## src/rtl/spi_req_arbiter_pkg.sv

```systemverilog
// Shared types and the round-robin search used by the SPI request arbiter.
package spi_pkg;

  // Arbiter control states, in transfer order.
  typedef enum logic [2:0] {
    IDLE,
    START,
    WAIT_EN,
    XFER,
    RESP
  } arb_state_t;

  // Byte width of the SPI_driver transfer engine.
  localparam int SPI_DATA_W = 8;

  // Widest request vector the search function handles.
  localparam int RR_MAX_REQ = 8;

  typedef struct packed {
    logic found;
    int   idx;
  } rr_pick_t;

  // First set bit of req[n-1:0], searching upward from ptr with wrap-around.
  function automatic rr_pick_t rr_pick(input logic [RR_MAX_REQ-1:0] req,
                                       input int ptr, input int n);
    rr_pick_t res;
    int       j;
    res.found = 1'b0;
    res.idx   = 0;
    for (int k = 0; k < RR_MAX_REQ; k++) begin
      if (k < n) begin
        j = ptr + k;
        if (j >= n) j = j - n;
        if (!res.found && req[j[2:0]]) begin
          res.found = 1'b1;
          res.idx   = j;
        end
      end
    end
    return res;
  endfunction

endpackage

```

## src/rtl/spi_rr_picker.sv

```systemverilog
// Combinational round-robin picker: rotates the request vector to start at
// ptr and priority-encodes the first pending requester.
module spi_rr_picker
  import spi_pkg::*;
#(
  parameter int NUM_REQ = 4,
  parameter int IDX_W   = 2
) (
  input  logic [NUM_REQ-1:0] req,
  input  logic [IDX_W-1:0]   ptr,
  output logic               found,
  output logic [IDX_W-1:0]   idx
);

  logic [RR_MAX_REQ-1:0] req_ext;
  rr_pick_t              pick;

  // Widen to the search function's fixed width and encode the winner.
  always_comb begin
    req_ext              = '0;
    req_ext[NUM_REQ-1:0] = req;
    pick                 = rr_pick(req_ext, int'(ptr), NUM_REQ);
    found                = pick.found;
    idx                  = IDX_W'(pick.idx);
  end

endmodule

```

## src/rtl/spi_req_arbiter.sv

```systemverilog
// Round-robin arbiter sharing one SPI_driver byte engine between NUM_REQ
// requesters. Completion is taken from the driver's spi_en falling; a
// watchdog aborts transfers that never start or never finish.
module spi_req_arbiter
  import spi_pkg::*;
#(
  parameter int NUM_REQ     = 4,
  parameter int DATA_W      = SPI_DATA_W,
  parameter int TIMEOUT_CYC = 1024
) (
  input  logic                      clk,
  input  logic                      rst_n,
  input  logic [NUM_REQ-1:0]        req,
  input  logic [NUM_REQ*DATA_W-1:0] req_data,
  output logic [NUM_REQ-1:0]        grant,
  output logic [NUM_REQ-1:0]        rsp_valid,
  output logic [DATA_W-1:0]         rsp_data,
  output logic                      rsp_err,
  output logic                      spi_start,
  output logic [DATA_W-1:0]         spi_data_in,
  input  logic                      spi_en,
  input  logic [DATA_W-1:0]         spi_data_out,
  output logic                      busy
);

  localparam int IDX_W = (NUM_REQ > 1) ? $clog2(NUM_REQ) : 1;
  localparam int WD_W  = $clog2(TIMEOUT_CYC);
  localparam logic [WD_W-1:0]  WD_LAST  = WD_W'(TIMEOUT_CYC - 1);
  localparam logic [IDX_W-1:0] IDX_LAST = IDX_W'(NUM_REQ - 1);

  arb_state_t        state_q, state_d;
  logic [IDX_W-1:0]  idx_q, idx_d;
  logic [IDX_W-1:0]  rr_ptr_q, rr_ptr_d;
  logic [DATA_W-1:0] tx_q, tx_d;
  logic [DATA_W-1:0] rx_q, rx_d;
  logic              err_q, err_d;
  logic [WD_W-1:0]   wd_q, wd_d;

  logic              pick_found;
  logic [IDX_W-1:0]  pick_idx;

  spi_rr_picker #(
    .NUM_REQ (NUM_REQ),
    .IDX_W   (IDX_W)
  ) u_picker (
    .req   (req),
    .ptr   (rr_ptr_q),
    .found (pick_found),
    .idx   (pick_idx)
  );

  // Next-state, latch and watchdog logic for the transfer sequence.
  always_comb begin
    state_d  = state_q;
    idx_d    = idx_q;
    rr_ptr_d = rr_ptr_q;
    tx_d     = tx_q;
    rx_d     = rx_q;
    err_d    = err_q;
    wd_d     = wd_q;
    case (state_q)
      IDLE: begin
        if (pick_found) begin
          idx_d   = pick_idx;
          tx_d    = req_data[int'(pick_idx)*DATA_W +: DATA_W];
          state_d = START;
        end
      end
      START: begin
        wd_d    = '0;
        state_d = WAIT_EN;
      end
      WAIT_EN: begin
        // A transfer that never starts is aborted before spi_en is honoured.
        if (wd_q == WD_LAST) begin
          rx_d    = '0;
          err_d   = 1'b1;
          state_d = RESP;
        end else begin
          wd_d = wd_q + 1'b1;
          if (spi_en) state_d = XFER;
        end
      end
      XFER: begin
        // Completion wins over a timeout in the same cycle: the byte is valid.
        if (!spi_en) begin
          rx_d    = spi_data_out;
          err_d   = 1'b0;
          state_d = RESP;
        end else if (wd_q == WD_LAST) begin
          rx_d    = '0;
          err_d   = 1'b1;
          state_d = RESP;
        end else begin
          wd_d = wd_q + 1'b1;
        end
      end
      RESP: begin
        rr_ptr_d = (idx_q == IDX_LAST) ? '0 : idx_q + 1'b1;
        err_d    = 1'b0;
        state_d  = IDLE;
      end
      default: state_d = IDLE;
    endcase
  end

  // State and datapath registers; reset abandons any transfer in flight.
  always_ff @(posedge clk or negedge rst_n) begin
    if (!rst_n) begin
      state_q  <= IDLE;
      idx_q    <= '0;
      rr_ptr_q <= '0;
      tx_q     <= '0;
      rx_q     <= '0;
      err_q    <= 1'b0;
      wd_q     <= '0;
    end else begin
      state_q  <= state_d;
      idx_q    <= idx_d;
      rr_ptr_q <= rr_ptr_d;
      tx_q     <= tx_d;
      rx_q     <= rx_d;
      err_q    <= err_d;
      wd_q     <= wd_d;
    end
  end

  // Grant and response strobes decoded from registered state only.
  always_comb begin
    grant     = '0;
    rsp_valid = '0;
    if (state_q != IDLE) grant[idx_q] = 1'b1;
    if (state_q == RESP) rsp_valid[idx_q] = 1'b1;
  end

  assign spi_start   = (state_q == START);
  assign spi_data_in = tx_q;
  assign rsp_data    = rx_q;
  assign rsp_err     = err_q;
  assign busy        = (state_q != IDLE);

endmodule
```

## config.mk

```make
export PLATFORM = sky130hd
export DESIGN_NAME = spi_req_arbiter
export DESIGN_NICKNAME = d
export VERILOG_FILES = /design/src/rtl/spi_req_arbiter_pkg.sv /design/src/rtl/spi_rr_picker.sv /design/src/rtl/spi_req_arbiter.sv
export SDC_FILE = /design/constraint.sdc
export NUM_CORES = 1
export LEC_CHECK = 0
export ABC_AREA = 0
export CORE_UTILIZATION = 30
export DETAILED_ROUTE_END_ITERATION = 10
export PLACE_DENSITY_LB_ADDON = 0.15
export REMOVE_ABC_BUFFERS = 1
export SYNTH_ARGS = -nofsm -noshare
export SYNTH_HDL_FRONTEND = slang
export SYNTH_SLANG_ARGS = --single-unit
```

## constraint.sdc

```tcl
create_clock -name clk -period 7.5 [get_ports clk]
set_clock_uncertainty 0.2 [all_clocks]
set_input_delay 0.75 -clock clk [delete_from_list [all_inputs] [get_ports clk]]
set_output_delay 0.75 -clock clk [all_outputs]
set_load 0.01 [all_outputs]
```

Word level (Yosys, flattened, before mapping)
Cells that the tools add are included.
{"block": "word_totals", "reg_bits": 34, "input_bits": 47, "output_inout_bits": 27, "elab_cells": 88}
{"block": "classes", "add_sub_neg": 9, "n_lt_le_gt_ge": 10, "n_eq_ne": 10, "shift": 1, "mux": 36, "n_reduce_logical": 15}
{"cell": "$mux W33", "n": 4}
{"cell": "$mux W32", "n": 4}
{"cell": "$ge A32 B4 Y1 const B", "n": 3}
{"cell": "$sub A32 B4 Y32 const B", "n": 3}
{"cell": "$shiftx A32 B6 Y8", "n": 1}
{"cell": "$pmux W10 S3", "n": 1}
{"cell": "$mux W10", "n": 2}
{"cell": "$lt A3 B4 Y1 const B", "n": 4}
{"cell": "$mux W8", "n": 2}
{"cell": "$pmux W8 S2", "n": 1}
{"cell": "$mux W3", "n": 5}
{"cell": "$bmux W1 S3", "n": 4}
{"cell": "$pmux W3 S4", "n": 1}
{"cell": "$add A10 B1 Y10 const B", "n": 1}
{"cell": "$eq A10 B10 Y1 const B", "n": 1}
{"cell": "$reduce_bool A3 Y1", "n": 3}
{"cell": "$mux W4", "n": 2}
{"cell": "$mux W1", "n": 7}
{"cell": "$add A2 B2 Y3 const B", "n": 2}
{"cell": "$eq A3 B2 Y1 const B", "n": 2}
{"cell": "$ne A3 B3 Y1 const B", "n": 2}
{"cell": "$logic_and A1 B1 Y1", "n": 4}
{"cell": "$reduce_and A2 Y1", "n": 2}
{"cell": "$sub A2 B3 Y4 const B", "n": 1}
{"cell": "17 further kinds", "n": 19}

Logic depth before layout (Yosys ltp)
{"block": "depth", "ltp_word": 16, "depth_mapped": 12, "depth_no_buf": 9}

Hierarchy
From an unflattened synthesis, not the netlist that was laid out.
{"block": "hier_totals", "cells_unflattened": 172, "hier_area_um2": 1900.6}
{"module": "spi_req_arbiter", "n_inst": 1, "cells_each": 157, "area_each_um2": 1823.0, "seq_area_each_um2": 850.8}
{"module": "spi_rr_picker", "n_inst": 1, "cells_each": 15, "area_each_um2": 77.6, "seq_area_each_um2": 0.0}

Worst setup path before layout
No wires, ideal clock.
{"block": "synth_timing", "kind": "reg2reg", "from": "register rr_ptr_q[0]", "to": "register tx_q[0] (netlist: spi_data_in[0])", "setup_time_ps": 126, "t_arrival_ps": 2513, "required_time_ps": 7174, "slack_ps": 4660, "stages_incl_launch_ff": 12, "n_path_buf": 3, "period_less_slack_ps": 2840, "cell_sequence": "dfrtp_1 > buf_2 > inv_2 > ha_1 > buf_6 > mux2_4 > o32ai_2 > a211oi_2 > mux2_4 > buf_6 > mux2_4 > o32a_1"}
{"block": "synth_via", "elab_chain_cells": 15, "word_cells_on_any_way": 35, "cone_classes": "add/sub: 7; order compare: 4; shift: 1; mux: 16; reduce/logical: 7"}
{"element": "start, declared", "line": "spi_req_arbiter.sv:33", "rtl": "logic [IDX_W-1:0] rr_ptr_q, rr_ptr_d;"}
{"element": "start signal, assigned", "line": "spi_req_arbiter.sv:120", "rtl": "rr_ptr_q <= rr_ptr_d;"}
{"element": "branches (longest 13 deep; another with $sub A32 B4 Y32)"}
{"element": "$mux W33 *", "line": "spi_req_arbiter_pkg.sv:35", "rtl": "if (!res.found && req[j[2:0]]) begin"}
{"element": "$shiftx A32 B6 Y8 or $reduce_and A2 Y1 (tied branches)"}
{"element": "end signal, assigned", "line": "spi_req_arbiter.sv:121", "rtl": "tx_q <= tx_d;"}
{"element": "end, declared", "line": "spi_req_arbiter.sv:34", "rtl": "logic [DATA_W-1:0] tx_q, tx_d;"}
Every way passes the cells marked *. The select of a mux whose other input is x is not followed.
A chain may end at the register's enable or synchronous reset.

Final worst setup path
Ends and elaborated chain as after synthesis.

==> metrics.md <==
| Metric | Value |
|---|---|
| Delay-heaviest family, CP | compound AO/OA/AOI/OAI gates |
| WL/cell | roughly 15 um |
| Worst slew margin | between 40% and 50% |
| Max-cap violations | 0 |
| Final Hold Viols | 0 |
| Combinational share of power | 61.2% |
| Initial DRC count | 86 |
| Peak supply drop | between 150 and 200 uV |
| Vias per cell | slightly above 5 |
| Net Sw Power | ~0.53 mW |
| CTS max path bufs | 2 |
| Predominant post-synthesis flop cell | dfrtp_1 |
| Antenna Cells | 0 |
| Post-DP HPWL | ~4.4 mm |
| Worst path buffer plus inverter count | 1 |
| Arr. time, crit path | roughly 3800 ps |
| Number of distinct library cells after synthesis | 57 |
| IO Pins | 74 |
| Remaining DRCs | 0 |
| Syn avg cell area | roughly 9 sq um |
| Worst-path clk slew | roughly 70 ps |
| CP endpoint kind | flip-flop |
| Setup crit start kind | flip-flop |
| Congestion Overflow GR | 0 |
| Clock power share | approximately 12% |
| Cells after synthesis | between 200 and 250 |
| Register area share after synthesis | a little under two fifths |
| Power per cell area | roughly 390 nW/um^2 |
| Largest net degree at the start of global routing | 35 |
| Port bufs | 73 |
| Post-CTS setup buffers | 0 |
| P_leak | 1.321 nW |
| Slowest CP cell | dfrtp_1 |
| TritonCTS clock tree | built |
| Total power draw | 1.221 mW |
| Vias | ~2100 |
| Die H | 88.98 um |
| Worst Hold Slack | just over 300 ps |
| Flop pwr share | roughly 27% |
| Type of the most critical hold path | flip-flop to flip-flop |
| Die Area | 7917 sq um |
| Register bit total from synthesis | 34 |
| Final setup vio count | 0 |
| NumNets Final | between 300 and 400 |
| Die width | 88.98 um |
| Cell Rows | 31 |
| Final wirelength | about 6.1 mm |
| CTS root buf | clkbuf_8 |
| Crit share post-route | around half |
| Clock Latency Late Sink | between 200 and 300 ps |
| Total of cells resized after clock tree synthesis | 0 |
| Fmax | roughly 260 MHz |
| Setup CP Type | flip-flop to flip-flop |
| Post-route ant nets | 0 |
| Crit path max fanout | 16 |
| Slew @ Worst Pin | about 800 ps |
| First-pass GRT wire length | approximately 9.4 mm |
| Hold buffer count at cts | 0 |
| Initial antenna violation count | 0 |
| Htree depth | 2 |
| Most used cell, CP | mux2_4 |
| Cell area after synthesis | approximately 2300 sq um |
| Pint | approximately 0.7 mW |
| Crit path cell chain | inv_2 -> ha_1 -> nor4bb_1 -> a221o_1 -> a211oi_2 -> mux2_4 -> mux2_4 -> o32a_1 |
| Pre-antenna DRT Iters | 4 |
| GPL Wtd Cong | around 0.8 |
| Setup_tns | 0 ps |
| Tot GR Track Use | about 16% |
| Most frequent cells in the layout | clkdlybuf4s50_1 (72), dfrtp_1 (34), nor2_1 (27) |
| Post-route minimum period | 3847 ps |
| Synth Warn # | 0 |
| Share of cells above drive strength 1 | under 10% |
| FFs w/ async S/R, synth | 100.0% |
| Sw Share | roughly 43% |
| CTS Sinks | 34 |
| Number of synthesized flops with an enable pin | 0 |
| Outcome | finished, final reports clean |
| Core ar. | roughly 7300 sq um |
| RSZ-0062 raised after global routing | false |
| Delay of the slowest critical-path stage | just over 700 ps |
| Starting Density | between 30% and 40% |
| Area Growth Syn to Fin | 38.75% |
| Slew Limit Fails | 0 |
| WP data required | ~7500 ps |
| Cts bufs inserted | 5 |
| Most common cell after layout, fill and taps aside | clkdlybuf4s50_1 |
| Vias in the first global route | around 1900 |
## cells in the mapped netlist (all sizes together) (3+ instances only)
master  instances  area, sq um
dfrtp          34        850.8
nand2          24        92.59
nand4           3        18.77
a221oi          7        67.56
xnor2           6        52.55
a21oi          20        100.1
o22ai           5        31.28
nor2b           7        43.79
and3            5        31.28
a21o            3        22.52
clkbuf          5        18.77
mux2i           7        73.82
a22o            8        70.07
mux2            4        56.30
nor3            6        30.03
nand2b          5        31.28
nand3           5        25.02
ha              6        75.07
buf             8        57.55
inv            11        41.29
nor2           27        101.4
o21ai           9        48.80
## through the flow
| stage | cells | setup WS [ps] | util, % | cell area, sq um |
|---|---|---|---|---|
| after floorplan | 236 | 4120 | - | 2193 |
| after global placement | 410 | 3756 | 41.94 | 3058 |
| after detailed placement | 410 | 3684 | 41.94 | 3058 |
| after CTS | 418 | 3681 | 43.19 | 3149 |
| after global routing | 418 | 3466 | 43.19 | 3149 |
| final | 418 | 3653 | 43.19 | 3149 |
## cell families (layout without fill, tap and decap cells)
family | after synthesis | count (layout) | share of synthesized area [%]
flip-flops | 34 | 34 | 37.49
XOR/XNOR | 7 | 7 | 2.701
adder cells (fa/ha/maj) | 6 | 6 | 3.308
multiplexers | 12 | 12 | 6.725
AO/OA/AOI/OAI | 71 | 71 | 23.15
buffers and inverters | 24 | 94 | 5.182
AND/OR/NAND/NOR | 95 | 95 | 21.45
## power by group through the flow
stage,registers [mW],clock network (mW),logic (mW)
after floorplan,0.339,0,0.474
after global placement,0.338,0,0.750
after detailed placement,0.336,0,0.753
after CTS,0.334,0.150,0.755
after global routing,0.345,0.158,0.821
final,0.333,0.141,0.747
## routing by layer
layer	vias to the layer above	wire, um	GRT usage [%]
met4	0	30	4.329
met5	-	0	0
met3	2	413	4.155
met2	59	2977	27.06
li1	1052	-	-
met1	1016	2643	19.46
## path summary, 6_finish.rpt
path	slack (ps)	endpoint	startpoint	cells after the start
setup / recovery	3650	spi_data_in[0]	rr_ptr_q[0]	8
hold / removal	310	rsp_data[0]	rsp_data[0]	1
setup reg to reg	3650	spi_data_in[0]	rr_ptr_q[0]	8
hold reg to reg	310	rsp_data[0]	rsp_data[0]	1
max in group asynchronous	6240	state_q[2]	rst_n	1
min in group asynchronous	350	wd_q[6]	rst_n	1
## layout make-up
class	instances	area, sq um
fill	772	4143
multi-input combinational	191	1301
sequential	34	850.8
timing repair buffer	75	740.7
tap	99	123.9
clock buffer	7	86.33
inverter	11	41.29
clock inverter	1	5.005
## state kept, by name, indices dropped and copies added (netlist names)
signal	cells
state_q	3
rsp_data	8
rsp_err	1
spi_data_in	8
wd_q	10
rr_ptr_q	2
idx_q	2
No activity file was read; power rests on OpenSTA's default activity.
